$ cat config.mk
export PLATFORM = sky130hd
export DESIGN_NAME = hex_line_formatter
export DESIGN_NICKNAME = d
export VERILOG_FILES = /design/src/rtl/hex_line_formatter.sv
export SDC_FILE = /design/constraint.sdc
export NUM_CORES = 1
export LEC_CHECK = 0
export BUFFER_PORTS_ARGS = -buffer_cell sky130_fd_sc_hd__clkbuf_2
export CAP_MARGIN = 5
export CORE_ASPECT_RATIO = 1.2
export CORE_UTILIZATION = 55
export DETAILED_ROUTE_END_ITERATION = 10
export PLACE_DENSITY = 0.84
export SLEW_MARGIN = 20
export SYNTH_ARGS = -nofsm -noshare
export SYNTH_HDL_FRONTEND = slang
export SYNTH_SLANG_ARGS = --single-unit
$ cat constraint.sdc
create_clock -name clk -period 3.8 [get_ports clk]
set_input_delay 0.19 -clock clk [delete_from_list [all_inputs] [get_ports clk]]
set_output_delay 0.19 -clock clk [all_outputs]
set_load 0.02 [all_outputs]
$ cat src/rtl/hex_line_formatter.sv
// hex_line_formatter
// Converts a captured 128-bit word into 32 ASCII hex characters, one nibble
// per cycle, into shadow registers. Both LCD rows are then loaded in a single
// commit edge, so line1/line2 never show a half-converted word.
//
// Optional build macro HEX_LOWERCASE_EN selects lowercase 'a'-'f' for nibble
// values 10-15; without it the digits are uppercase 'A'-'F'.
//
// Handshake: a word is accepted on a rising edge where in_valid and in_ready
// are both 1. in_ready is high only in IDLE. A source that raises in_valid
// while the block is busy must hold in_data stable until in_ready returns.
// Words offered while busy are neither captured nor cause any side effect.

module hex_line_formatter #(
    parameter logic [7:0] PAD_CHAR = 8'h20
) (
    input  logic         clk,
    input  logic         rst,
    input  logic         in_valid,
    output logic         in_ready,
    input  logic [0:127] in_data,
    output logic [0:127] line1,
    output logic [0:127] line2,
    output logic         busy,
    output logic         done
);

`ifdef HEX_LOWERCASE_EN
    localparam logic [7:0] ALPHA_BASE = 8'h61;
`else
    localparam logic [7:0] ALPHA_BASE = 8'h41;
`endif

    typedef enum logic [1:0] {
        IDLE   = 2'd0,
        CONV   = 2'd1,
        COMMIT = 2'd2
    } state_t;

    state_t       state;
    state_t       state_next;

    logic [0:127] word;
    logic [4:0]   count;
    logic [7:0]   shadow [0:31];
    logic [3:0]   nibble;
    logic [7:0]   ascii;
    logic         accept;

    assign accept = in_valid && in_ready;

    // Select nibble k = count from the captured word (bit 0 is the MSB).
    always_comb begin
        nibble = word[{count, 2'b00} +: 4];
    end

    // Map one nibble value to its ASCII hex character.
    always_comb begin
        ascii = 8'h00;
        if (nibble < 4'd10) begin
            ascii = 8'h30 + {4'h0, nibble};
        end else begin
            ascii = ALPHA_BASE + ({4'h0, nibble} - 8'd10);
        end
    end

    // Next-state and status outputs; IDLE accepts, CONV walks 32 nibbles,
    // COMMIT publishes the shadows.
    always_comb begin
        state_next = state;
        in_ready   = 1'b0;
        busy       = 1'b0;
        unique case (state)
            IDLE: begin
                in_ready = 1'b1;
                if (accept) begin
                    state_next = CONV;
                end
            end
            CONV: begin
                busy = 1'b1;
                if (count == 5'd31) begin
                    state_next = COMMIT;
                end
            end
            COMMIT: begin
                busy       = 1'b1;
                state_next = IDLE;
            end
            default: begin
                state_next = IDLE;
            end
        endcase
    end

    // State register; reset wins over a simultaneous handshake.
    always_ff @(posedge clk) begin
        if (rst) begin
            state <= IDLE;
        end else begin
            state <= state_next;
        end
    end

    // Capture the accepted word and advance the nibble counter during CONV;
    // the counter wraps from 31 back to 0 on its own.
    always_ff @(posedge clk) begin
        if (rst) begin
            word  <= '0;
            count <= 5'd0;
        end else if (accept) begin
            word  <= in_data;
            count <= 5'd0;
        end else if (state == CONV) begin
            count <= count + 5'd1;
        end
    end

    // Write the converted character into shadow slot k (0-15 row 1, 16-31 row 2).
    always_ff @(posedge clk) begin
        if (rst) begin
            for (int i = 0; i < 32; i++) begin
                shadow[i] <= PAD_CHAR;
            end
        end else if (state == CONV) begin
            shadow[count] <= ascii;
        end
    end

    // Publish both rows together in COMMIT and pulse done for that cycle.
    always_ff @(posedge clk) begin
        if (rst) begin
            line1 <= {16{PAD_CHAR}};
            line2 <= {16{PAD_CHAR}};
            done  <= 1'b0;
        end else begin
            done <= 1'b0;
            if (state == COMMIT) begin
                for (int i = 0; i < 16; i++) begin
                    line1[8*i +: 8] <= shadow[i];
                    line2[8*i +: 8] <= shadow[i+16];
                end
                done <= 1'b1;
            end
        end
    end

endmodule

== Word-level counts from Yosys, hierarchy flattened ==
Memory sizes are Yosys's and may differ from the RTL's. A register that Yosys moved wholly into a read port is not among the register bits.
Index checks and enable logic that the tools add are counted.
Storage, ports and cells
  flip-flop bits (word level): 136
  bits in latches: 0
  bits in writable memories: 256
  memory bits (read-only): 0
  bits of input ports: 131
  output and inout bits: 259
  logic and storage cells: 38
  memories kept: 1
Memories
  shadow: words 32, bits a word 8, rd ports 32, clocked after memory_dff 32, wr ports 32, RTL line 45  | logic [7:0] shadow [0:31];
Operators by class
  $add $sub $neg: 4
  multiply operators: 0
  div/mod/pow operators: 0
  order comparisons: 1
  eq/ne operators: 5
  shift operators: 1
  mux-type cells: 15
  bitwise operators: 1
  reductions and logical operators: 6
Operators by type and width (number)
  indexed part select 128 x 8 -> 129 bit: 1
  2-to-1 mux 8 bit: 2
  2-to-1 mux 1 bit: 9
  adder 7 x 8 -> 8 bit, first input constant: 1
  NOT 7 -> 8 bit: 1
  OR reduction 8 bit: 1
  adder 6 x 4 -> 7 bit, first input constant: 1
  adder 5 x 1 -> 5 bit, second input constant: 1
  == test 5 bit, second input constant: 1
  2-to-1 mux 5 bit: 1
  subtractor 4 x 4 -> 5 bit, second input constant: 1
  less-than comparator 4 bit, second input constant: 1
  2-to-1 mux 2 bit: 2
  != test 2 bit, second input constant: 2
  case mux 2 bit (2 select lines): 1
  OR reduction 2 bit: 2
  == test 2 x 1 -> 1 bit, second input constant: 1
  == test 2 bit, second input constant: 1
  logical NOT 2 bit: 1
  AND reduction 2 bit: 1
  logical AND 1 bit: 1

== Logic depth before layout (Yosys ltp) ==
  depth in word-level cells: 6
  mapped depth: 16
  mapped depth without buffers: 12

== Worst setup path before layout ==
Ideal clock, no wire load.
  kind: register -> register
  start: register count[0]
  end: memory shadow[0][2] (data pin)
  setup time: 0.265 ns
  data arrival time: 2.853 ns
  slack: 0.682 ns
  cell stages (with the launch flop): 16
  cell sequence: dfxtp_1 buf_2 or4b_1 o22ai_1 nor4_2 nand2_1 inv_1 ha_1 inv_1 ha_1 clkbuf_1 clkbuf_1 nand2_1 o21ai_1 clkbuf_1 nor2_1
RTL lines
  from (decl): RTL line 44  | logic [4:0] count;
  from (signal assigned): RTL line 115  | count <= count + 5'd1;
  to (decl): RTL line 45

==> results.toml <==
[clocking]
cts.sinks = 584
cts_buffers = 53
clock_path_buffers = 3
clock_latency_ns = 0.59
cts_tree = "done"
htreeDepth = 2
cts_root_buf = "clkbuf_16"
clk_pin_slew_worst_paths_ns = 0.07

[setup_path]
critPathCaptureType = "flip-flop"
critPathArrivalTime_ns = 3.86
reg2reg_to = "shadow[8][4]"
crit_fanout = 31
critical_path_required_ns = 4.11
start_kind = "flip-flop"
reg2reg_from = "count[0]"
crit_type = "reg2reg"
rrSetupSlack_ns = 0.26
r2r_cells = 13

[cells_and_area]
fin_nets = 2660
drive_above_1_share = 0.210
fill_cells = 2810
area_delta_synth_final_pct = 23.2

[pwr]
power_mw = 14.0
p_per_area_nw_per_um2 = 499
p_leak_nw = 10.5
ir_drop_uv = 390

[global_route]
antenna_found_initial = 2
grt_overflow_total = 0
grt_pass1_vias = 17600
grt_pass1_wl_um = 96700
grt_start_max_net_pins = 245
track_usage = 0.294

[timing]
finalMaxSlewViolations = 0
post-route-period-util = 0.932
finalSetupTns_ns = 0
max_slew_margin = 0.218
setup_viol = 0
hold_viol = 0
grt_setup_unrepaired = "false"
worst_pin_slew_ns = 1.17
fin_crit_ns = 3.54
finClkSkew_ns = 0.0213
fmax_mhz = 282

[logic_synthesis]
netlist_area_um2 = 22700
yosysTopAreaCell = "dfxtp_1"
yosys-mux-area-fraction = 0.114
synthArstFlopShare = 0
dominantRegCellSynth = "dfxtp_1"
synth_top_family_by_area = "simple AND/OR/NAND/NOR gates"
synthCells = 2094
synth_top_area_frac = 0.317
synth_compound_area_frac = 0.0514
ys_types = 45
seq_area_frac_synth = 0.613
synthAdderAreaFrac = 0.00715
synth-seq-cells = 584
synth-warning-count = 0
synth.area.top_cells = "dfxtp_1, edfxtp_1, mux2i_1"
synth_area_per_cell_um2 = 10.9
synth_edf_count = 224
synth-xor-area-share = 0.00231
synth-simple-area-share = 0.168

[drt]
viasPerCell = 5.63
avgRoutedWirePerCell_um = 20.5
drt_iter0_markers = 1419
detail_route.wirelength_um = 63700
ant_nets = 0
first_pass_iters = 6
drc = 0
detailroute.via_count = 17500

[placement]
gp_congestion = 0.886
hpwl_um = 38900
io_buffers = 357

[die]
fp.dieH_um = 225
die_w_um = 188
die_area_um2 = 42200
core_area_um2 = 40700
start_util = 0.558
io_pins = 390
fp-row-count = 81

[worst_hold_path]
hold_end = "line2[53]"
min_from = "rst"
hold_path.class = "in2reg"
worstHoldPathCells = 2

[run]
drv_cap = 0

[status]
status = "finished clean"
flip-flops by register name, indices dropped and copies added, names as in the netlist:
| name | flops |
|---|---|
| shadow | 224 |
| word | 128 |
| line1 | 112 |
| line2 | 112 |
| count | 5 |
| state | 2 |
| done | 1 |
cells in the mapped netlist, types with 30 or more instances:
| master | instances |
|---|---|
| nor2b_1 | 34 |
| nand2_1 | 296 |
| a21oi_1 | 132 |
| nor3_1 | 39 |
| nand2b_1 | 34 |
| buf_4 | 36 |
| clkbuf_1 | 109 |
| edfxtp_1 | 224 |
| a211o_1 | 32 |
| nor2_1 | 324 |
| nor3_2 | 30 |
| nand4_1 | 36 |
| mux2i_1 | 251 |
| dfxtp_1 | 360 |
per-stage QoR:
stage | instance area (µm²) | std cells | setup WS (ns) | util | hold slack (ns)
detailed placement | 24900 | 2870 | 0.169 | 0.612 | 0.417
CTS | 28000 | 3098 | 0.129 | 0.687 | 0.0249
finish | 28000 | 3101 | 0.257 | 0.688 | 0.00535
global placement | 24900 | 2870 | 0.254 | 0.612 | 0.413
floorplan | 22900 | 2125 | 0.682 | - | 0.326
global route | 28000 | 3100 | 0.0698 | 0.688 | 0.0391
critical path, stage by stage, from the launching register on:
cell,delay [ns]
dfxtp_1,0.49
or4_1,0.68
o22ai_1,0.32
nor4_2,0.10
nand2_1,0.17
inv_1,0.08
ha_1,0.19
inv_1,0.06
ha_2,0.29
buf_4,0.22
nand2_1,0.15
o21ai_4,0.19
buf_12,0.22
nor3_1,0.08
cells in the final DEF (no fill, tap or decap), types with 3 or more instances in the layout:
| cell type | n |
|---|---|
| and3b_1 | 3 |
| mux2i_1 | 250 |
| nor3_2 | 30 |
| and3_1 | 3 |
| o22ai_1 | 28 |
| clkbuf_1 | 15 |
| dlygate4sd3_1 | 129 |
| buf_12 | 12 |
| and2_1 | 5 |
| a21oi_1 | 132 |
| clkbuf_8 | 6 |
| edfxtp_1 | 224 |
| or4bb_1 | 4 |
| inv_1 | 8 |
| nor3_1 | 39 |
| nor4_2 | 4 |
| clkbuf_2 | 356 |
| or4b_1 | 4 |
| mux4_2 | 4 |
| a211o_1 | 32 |
| dfxtp_1 | 359 |
| clkbuf_16 | 55 |
| nor2b_1 | 34 |
| o21ai_4 | 3 |
| bufinv_16 | 4 |
| xor2_1 | 3 |
| clkinvlp_4 | 3 |
| nand2b_1 | 34 |
| nand4b_1 | 3 |
| nor2_1 | 322 |
| nand2_1 | 295 |
| ha_1 | 11 |
| buf_4 | 31 |
| nor4_1 | 3 |
| clkinv_2 | 10 |
| conb_1 | 32 |
| nand4_1 | 36 |
how the worst max path moves through the flow:
stage,startpoint,to,slack [ns]
floorplan,count[0],shadow[0][2],0.68
global placement,count[1],shadow[28][4],0.25
detailed placement,count[1],shadow[8][4],0.17
CTS,count[1],shadow[6][4],0.13
global route,count[0],shadow[11][4],0.07
finish,count[0],shadow[8][4],0.26
power by group:
| group | switching [mW] | total [mW] | internal (mW) |
|---|---|---|---|
| clock network | 2.33 | 5.40 | 3.07 |
| logic | 1.02 | 1.61 | 0.583 |
| registers | 0.194 | 6.97 | 6.78 |
repair_timing:
action / CTS / global route
hold buffers: 129 / 0
hold endpoints to repair: 129 / 0
resized for setup: 0 / 0
buffers inserted: 0 / 1
setup endpoints to repair: 0 / 3
cells by family (layout without fill, tap and decap cells):
family / after synthesis / in the layout
AOI/OAI and AO/OA: 200 / 200
xor gates and xnor gates: 6 / 6
adders and majority gates: 13 / 13
buffers and inverters: 202 / 637
DFF: 584 / 584
muxes: 255 / 255
other: 1 / 34
and+or+nand+nor: 833 / 833
routing by layer:
metal / wire [µm] / vias to the layer above / track usage
li1: - / 7971 / -
met3: 4910 / 203 / 0.0538
met1: 23300 / 8379 / 0.338
met4: 3330 / 0 / 0.155
met5: 0 / - / 0
met2: 32100 / 910 / 0.520
cell type report:
class | instances | area, µm² | share of cell area
multi-input cells | 1339 | 8030 | 0.287
clock buffers | 76 | 1520 | 0.0541
repair buffers | 530 | 3580 | 0.128
clock inverters | 23 | 256 | 0.00915
diodes | 2 | 5.00 | 0.000179
well taps | 539 | 674 | 0.0241
inverters | 8 | 30.0 | 0.00107
flip-flops and latches | 584 | 13900 | 0.497
No activity file was read; power rests on OpenSTA's default activity.
